===== src/rtl/retospect_bs_loader_if.sv =====
// Byte-stream handshake between the configuration host and the bitstream loader.
// The host side drives data/valid; the loader side answers with ready.
interface retospect_bs_loader_if;
   logic [7:0] byte_data;
   logic       byte_valid;
   logic       byte_ready;

   modport master (
      output byte_data,
      output byte_valid,
      input  byte_ready
   );

   modport slave (
      input  byte_data,
      input  byte_valid,
      output byte_ready
   );
endinterface


===== src/rtl/retospect_bs_loader.sv =====
// Serializes host configuration bytes LSB-first into the neurochip chain, pulses reset_nn,
// and keeps a CRC-16-CCITT of the bits pushed out of the chain tail.
module retospect_bs_loader #(
   parameter int unsigned CHAIN_LEN     = 523,
   parameter int unsigned RST_NN_CYCLES = 2,
   parameter int unsigned CNT_W         = 10
) (
   input  logic                        clk,
   input  logic                        rst_n,
   input  logic                        start,
   input  logic                        abort,
   retospect_bs_loader_if.slave        bus,
   input  logic                        bs_out_fb,
   output logic                        config_en,
   output logic                        bs_in,
   output logic                        reset_nn,
   output logic                        busy,
   output logic                        done,
   output logic [15:0]                 crc_prev
);

   localparam int unsigned      RW       = (RST_NN_CYCLES > 1) ? $clog2(RST_NN_CYCLES) : 1;
   localparam logic [CNT_W-1:0] LEN_C    = CNT_W'(CHAIN_LEN);
   localparam logic [RW-1:0]    RST_LAST = RW'(RST_NN_CYCLES - 1);

   typedef enum logic [2:0] {StIdle, StWaitByte, StShift, StNnRst, StDone} state_e;

   state_e           state_q, state_d;
   logic [CNT_W-1:0] bit_cnt_q, bit_cnt_d, cnt_inc;
   logic [7:0]       shreg_q, shreg_d;
   logic [3:0]       nbits_q, nbits_d;
   logic [RW-1:0]    rst_cnt_q, rst_cnt_d;
   logic [15:0]      crc_q, crc_d, crc_prev_q, crc_prev_d;
   logic             config_en_q, bs_in_q, reset_nn_q, done_q;
   logic             byte_ready;

   // Bits still owed to the chain, capped at one byte; the tail byte is truncated here.
   function automatic logic [3:0] nbits_for(input logic [CNT_W-1:0] cnt);
      logic [CNT_W-1:0] rem;
      rem = LEN_C - cnt;
      return (rem >= CNT_W'(8)) ? 4'd8 : rem[3:0];
   endfunction

   function automatic logic [15:0] crc_step(input logic [15:0] c, input logic b);
      return {c[14:0], 1'b0} ^ ((c[15] ^ b) ? 16'h1021 : 16'h0000);
   endfunction

   assign cnt_inc = bit_cnt_q + CNT_W'(1);

   always_comb begin
      state_d    = state_q;
      bit_cnt_d  = bit_cnt_q;
      shreg_d    = shreg_q;
      nbits_d    = nbits_q;
      rst_cnt_d  = rst_cnt_q;
      crc_d      = crc_q;
      crc_prev_d = crc_prev_q;
      byte_ready = 1'b0;
      if (abort) begin
         state_d = StIdle;
      end else begin
         unique case (state_q)
            StIdle, StDone: begin
               if (start) begin
                  state_d   = StWaitByte;
                  bit_cnt_d = '0;
                  crc_d     = 16'hFFFF;
               end
            end
            StWaitByte: begin
               byte_ready = 1'b1;
               if (bus.byte_valid) begin
                  shreg_d = bus.byte_data;
                  nbits_d = nbits_for(bit_cnt_q);
                  state_d = StShift;
               end
            end
            StShift: begin
               shreg_d   = shreg_q >> 1;
               nbits_d   = nbits_q - 4'd1;
               bit_cnt_d = cnt_inc;
               crc_d     = crc_step(crc_q, bs_out_fb);
               if (cnt_inc == LEN_C) begin
                  state_d   = StNnRst;
                  rst_cnt_d = '0;
               end else if (nbits_q == 4'd1) begin
                  // Accepting the next byte on the last bit keeps the chain shifting gap-free.
                  byte_ready = 1'b1;
                  if (bus.byte_valid) begin
                     shreg_d = bus.byte_data;
                     nbits_d = nbits_for(cnt_inc);
                  end else begin
                     state_d = StWaitByte;
                  end
               end
            end
            StNnRst: begin
               if (rst_cnt_q == RST_LAST) begin
                  state_d    = StDone;
                  crc_prev_d = crc_q;
               end else begin
                  rst_cnt_d = rst_cnt_q + RW'(1);
               end
            end
            default: state_d = StIdle;
         endcase
      end
   end

   always_ff @(posedge clk or negedge rst_n) begin
      if (!rst_n) begin
         state_q     <= StIdle;
         bit_cnt_q   <= '0;
         shreg_q     <= '0;
         nbits_q     <= '0;
         rst_cnt_q   <= '0;
         crc_q       <= 16'hFFFF;
         crc_prev_q  <= 16'hFFFF;
         config_en_q <= 1'b0;
         bs_in_q     <= 1'b0;
         reset_nn_q  <= 1'b0;
         done_q      <= 1'b0;
      end else begin
         state_q     <= state_d;
         bit_cnt_q   <= bit_cnt_d;
         shreg_q     <= shreg_d;
         nbits_q     <= nbits_d;
         rst_cnt_q   <= rst_cnt_d;
         crc_q       <= crc_d;
         crc_prev_q  <= crc_prev_d;
         // Outputs are registered from the next state so they line up with state_q.
         config_en_q <= (state_d == StShift);
         bs_in_q     <= (state_d == StShift) & shreg_d[0];
         reset_nn_q  <= (state_d == StNnRst);
         done_q      <= (state_d == StDone);
      end
   end

   assign bus.byte_ready = byte_ready;
   assign config_en      = config_en_q;
   assign bs_in          = bs_in_q;
   assign reset_nn       = reset_nn_q;
   assign done           = done_q;
   assign crc_prev       = crc_prev_q;
   assign busy           = (state_q != StIdle) && (state_q != StDone);

endmodule


===== src/flat_wrapper.sv =====
// flat-port wrapper written by rule: the top's interface ports become plain ports
module retospect_bs_loader_flat 
#(
   parameter int unsigned CHAIN_LEN     = 523,
   parameter int unsigned RST_NN_CYCLES = 2,
   parameter int unsigned CNT_W         = 10
)
  (clk, rst_n, start, abort, bs_out_fb, config_en, bs_in, reset_nn, busy, done, crc_prev, bus_byte_data, bus_byte_valid, bus_byte_ready);
  retospect_bs_loader_if bus_i ();
  input  logic clk;
  input  logic rst_n;
  input  logic start;
  input  logic abort;
  input  logic bs_out_fb;
  output logic config_en;
  output logic bs_in;
  output logic reset_nn;
  output logic busy;
  output logic done;
  output logic [15:0] crc_prev;
  input wire logic [$bits(bus_i.byte_data)-1:0] bus_byte_data;
  input wire logic [$bits(bus_i.byte_valid)-1:0] bus_byte_valid;
  output wire logic [$bits(bus_i.byte_ready)-1:0] bus_byte_ready;
  assign bus_i.byte_data = bus_byte_data;
  assign bus_i.byte_valid = bus_byte_valid;
  assign bus_byte_ready = bus_i.byte_ready;
  retospect_bs_loader #(.CHAIN_LEN(CHAIN_LEN), .RST_NN_CYCLES(RST_NN_CYCLES), .CNT_W(CNT_W)) u_core (.clk(clk), .rst_n(rst_n), .start(start), .abort(abort), .bus(bus_i), .bs_out_fb(bs_out_fb), .config_en(config_en), .bs_in(bs_in), .reset_nn(reset_nn), .busy(busy), .done(done), .crc_prev(crc_prev));
endmodule

===== config.mk =====
export PLATFORM = sky130hd
export DESIGN_NAME = retospect_bs_loader_flat
export DESIGN_NICKNAME = d
export VERILOG_FILES = /design/src/rtl/retospect_bs_loader_if.sv /design/src/rtl/retospect_bs_loader.sv /design/src/flat_wrapper.sv
export SDC_FILE = /design/constraint.sdc
export NUM_CORES = 1
export LEC_CHECK = 0
export CAP_MARGIN = 10
export CORE_UTILIZATION = 55
export CTS_CLUSTER_DIAMETER = 30
export CTS_CLUSTER_SIZE = 40
export DETAILED_ROUTE_END_ITERATION = 12
export DONT_BUFFER_PORTS = 1
export PLACE_DENSITY = 0.7
export SLEW_MARGIN = 10
export SYNTH_ARGS = -nofsm -noshare
export SYNTH_HDL_FRONTEND = slang
export SYNTH_SLANG_ARGS = --single-unit

===== constraint.sdc =====
create_clock -name clk -period 3.3 [get_ports clk]
set_input_delay 0.165 -clock clk [delete_from_list [all_inputs] [get_ports clk]]
set_output_delay 0.165 -clock clk [all_outputs]
set_load 0.02 [all_outputs]

==> run summary <==
Timing would allow up to 342 MHz. Leaving out fill and tap cells, the most frequent cell in the layout is sky130_fd_sc_hd__dfstp_2. After routing, the total negative slack on setup checks comes to 0 ns. The worst pin sits at a relative slew slack of 47.4%. In the post-synthesis netlist, the biggest area contributors are sky130_fd_sc_hd__dfstp_2 25%, sky130_fd_sc_hd__dfrtp_1 22%, sky130_fd_sc_hd__mux2_2 5.3%.

Setup repair after global routing left no endpoint under its margin. The clock root buffer master is sky130_fd_sc_hd__clkbuf_8. The clock input transition at the sequential cells of the worst setup and hold paths works out to 0.07 ns.

The run gives 3 as the number of H-tree branching levels. Dividing total power by cell area gives a power density of 514 nW/µm². The origin of the worst min-delay path was abort. The run gives 0 as the number of antenna violations at the first check in global routing.

Wires add up to 6910 µm. Hold violation count in the final report: 0. In this run the remaining antenna-violating nets after routing total 0.

The worst hold path terminates at u_core.rst_cnt_q. The run gives 62 as the number of sinks driven by the clock tree. The tools report the kind of end point of the critical path as an output port. Buffers added to address setup during post-CTS repair amount to 0.

Once the floorplan was initialized, standard cells occupied 56.9% of the core. The setup violation total in the final timing report came out at 0. After floorplanning, the core was divided into 28 placement rows.

For this run, the number of standard cells in the final layout without fillers is 398. The flow ran to the end, and the final reports show no timing, DRC or antenna violations. Counting tap cells, the placed design contains a total of 371 instances.

After global routing the overflow that remains totals 0. Counting every net in the synthesized netlist gives 332. Global routing used 24.2% of the available tracks across all layers. The critical path goes through ha_1 -> xor2_1 -> inv_1 -> ha_1 -> nand2_1 -> nor4_2 -> nand2_1 -> a31oi_1 -> nor3_1. The die covers 6440 µm².

The first global-routing pass estimated 11600 µm of wire. The period utilization is 88.7%, and the number of cells on the worst hold path is 3. The tools report the area after detailed placement as 3370 µm². Critical path launch point type: a register. The vertical extent of the die was 80.3 µm. The worst hold path class is in2reg. The final count of pins violating max slew came out at 0. The maximum count of clock buffers along a single path was 2; the portion of synthesized cell area occupied by the leading cell type was 25.0%. The met3 capacity usage during global routing is 7.39%, and the horizontal extent of the die is 80.3 µm.

For this run, the leading register cell type out of synthesis is sky130_fd_sc_hd__dfstp_2. The area growth from synthesis to layout is 9.32%. In the global route stage, met1 resource usage came out at 33.0%. Dividing the detail-routed wire length by the instance count gives 17.3 µm.

In this run, synthesis produced a sequential element count of 62. Post-synthesis cell type with the largest combined area: sky130_fd_sc_hd__dfstp_2. STA puts the critical path data required time at 3.13 ns. The region available for standard cell placement spans 5920 µm². The tools report the final HPWL from detailed placement as 4440 µm.

The tools report the register-to-register setup slack as 0.50 ns. The routed via count is 2402. For this run, the detailed router's first-pass iteration total came to 4.

For the detailed router's first-iteration violation count, the log shows 219. The maximum single-stage delay on the critical path works out to 0.54 ns. Most utilized layer in the global route result: met2.

Of all nets on the critical path, the largest fanout is 8. The cell area after layout was 3680 µm²; the final clock skew was 0.00983 ns. The number of warnings printed during yosys synthesis was 0. The count of buffers from port buffering is 0, and the final critical-path required period is 2.93 ns. Summing every instance area after synthesis gives 3370 µm². IR analysis of the VDD net gives a maximum drop of 0.406 mV. For the number of violations of the max-capacitance limit, the log shows 0. The logs give 36.4% for the met2 demand-to-capacity share in global routing and 0 for the total inserted antenna cells. The critical path data arrival time is 2.76 ns. Summing the sequential cell areas from Yosys gives 47.3% of the chip area. The run gives 63 as the number of distinct library cells after synthesis. By startpoint and endpoint, the worst setup path is classified as reg2out. For the gate count after technology mapping, the log shows 308.

The tools report the reported leakage power as 0.00150 µW. For this design, the slowest cell found on the critical path is sky130_fd_sc_hd__nor4_2. TritonCTS built the clock tree.

Entering global routing, the biggest net connects 63 pins. After detailed routing, the number of vias per cell comes to 6.04. The number of global-route vias before repair is 2363.

The share of synthesized registers carrying an async set or reset was 100%. In this run the critical register-to-register path is launched from u_core.bit_cnt_q[0]. In the layout the commonest cells are 32 x sky130_fd_sc_hd__dfstp_2, 30 x sky130_fd_sc_hd__dfrtp_1, 20 x sky130_fd_sc_hd__o21ai_0, 20 x sky130_fd_sc_hd__nand2_1, 17 x sky130_fd_sc_hd__nor2_1.

The clock latency reported for the late side of the worst-skew pair came out at 0.35 ns. The first element of the critical path is u_core.bit_cnt_q[0]. Synthesized area per cell: 10.9 µm². The number of nets in the finished design is 342, and the DRC violation count after routing is 0. Routability-driven placement finished with a final weighted congestion of 0.832. The number of clock buffers added by TritonCTS is 9. The count of flip-flops with a built-in enable after synthesis is 0. Number of top-level design ports: 36. Critical register-to-register path endpoint: u_core.shreg_q[5]. Pin slew with the least headroom to its limit: 0.769 ns. The number of cells on the worst reg-to-reg path is 9. The proportion of layout cells with a drive suffix above 1 was 26.6%; the number of buffer and inverter stages on the critical path was 1. The family with the most delay on the worst path is simple AND/OR/NAND/NOR gates.
-- sequential cells by signal, summed over array words and instances, names as in the netlist --
signal,cells
u_core.bit_cnt_q,10
u_core.bs_in,1
u_core.config_en,1
u_core.crc_prev,16
u_core.crc_q,16
u_core.done,1
u_core.nbits_q,4
u_core.reset_nn,1
u_core.rst_cnt_q,1
u_core.shreg_q,8
u_core.state_q,3
-- what timing repair did --
action / in CTS / in global routing
endpoints found under the hold margin: 73 / 0
resized for setup: 0 / 0
hold buffers: 11 / 0
-- logic make-up (layout without fill, tap and decap cells) --
logic type	count (synthesis)	in the layout	share of synthesized area (%)
AOI/OAI and AO/OA	90	90	20.7
and+or+nand+nor	90	90	14.8
DFF	62	62	47.3
buffers and inverters	30	45	5.20
muxes	16	16	5.35
adders and majority gates	10	10	3.71
xor gates and xnor gates	10	10	3.01
-- layer usage --
| layer | wire length [µm] | vias up | part of all wire (%) |
|---|---|---|---|
| met5 | 0 | - | 0 |
| met1 | 3320 | 1180 | 48 |
| met2 | 3180 | 58 | 46 |
| met4 | 82 | 0 | 1.2 |
| li1 | - | 1156 | - |
| met3 | 320 | 8 | 4.6 |
-- area by class of cell --
| type | instances | area, µm² |
|---|---|---|
| inverters | 14 | 52.6 |
| well taps | 75 | 93.8 |
| flip-flops and latches | 62 | 1590 |
| repair buffers | 15 | 158 |
| multi-input cells | 216 | 1610 |
| clock inverters | 6 | 42.5 |
| fillers | 489 | 2240 |
| clock buffers | 10 | 138 |
-- cells in the mapped netlist, drive strengths merged (2+ instances only) --
cell type and n:
a2111o 2, a211oi 5, a21o 2, a21oi 6
a221o 6, a22o 3, a22oi 2, a31o 2
a31oi 4, a32oi 3, and2 7, and3 2
buf 3, clkbuf 13, dfrtp 30, dfstp 32
ha 10, inv 14, mux2 16, nand2 20
nand2b 2, nand3 9, nand4 5, nor2 17
nor2b 5, nor3 7, nor3b 2, o21a 3
o21ai 20, o22a 15, o22ai 5, o2bb2ai 2
or2 3, or3 3, xnor2 6, xor2 3
-- worst min-delay path, cell delays in order --
cell                      delay (ns)
sky130_fd_sc_hd__nor2_1         0.05
sky130_fd_sc_hd__nand3_1        0.08
sky130_fd_sc_hd__a22o_1         0.13
-- stage by stage --
stage / setup slack (ns) / total power [µW] / utilization (%) / hold WS [ns]
2_1_floorplan: 0.655 / 1180 / - / -0.131
3_3_place_gp: 0.598 / 1230 / 57.0 / -0.129
3_5_place_dp: 0.560 / 1240 / 57.0 / -0.129
4_1_cts: 0.379 / 1900 / 62.2 / 0.101
5_1_grt: 0.164 / 1990 / 62.2 / 0.137
6_report: 0.374 / 1890 / 62.2 / 0.109
-- how the worst max path moves through the flow --
stage                              to  slack [ns]  cells after the start
finish                 bus_byte_ready        0.37                      9
global route           bus_byte_ready        0.16                      9
CTS                    bus_byte_ready        0.38                      9
detailed placement  u_core.shreg_q[6]        0.56                      7
global placement    u_core.shreg_q[6]        0.60                      7
floorplan           u_core.shreg_q[1]        0.65                     10
-- where the power goes --
part / internal, µW / leakage, µW / total [µW] / switching (µW)
Sequential: 875 / 0.000731 / 974 / 99.3
Combinational: 145 / 0.000675 / 296 / 151
Clock: 297 / 0.0000974 / 623 / 326
Total: 1320 / 0.00150 / 1890 / 576
Power figures use the tool's default switching activity.
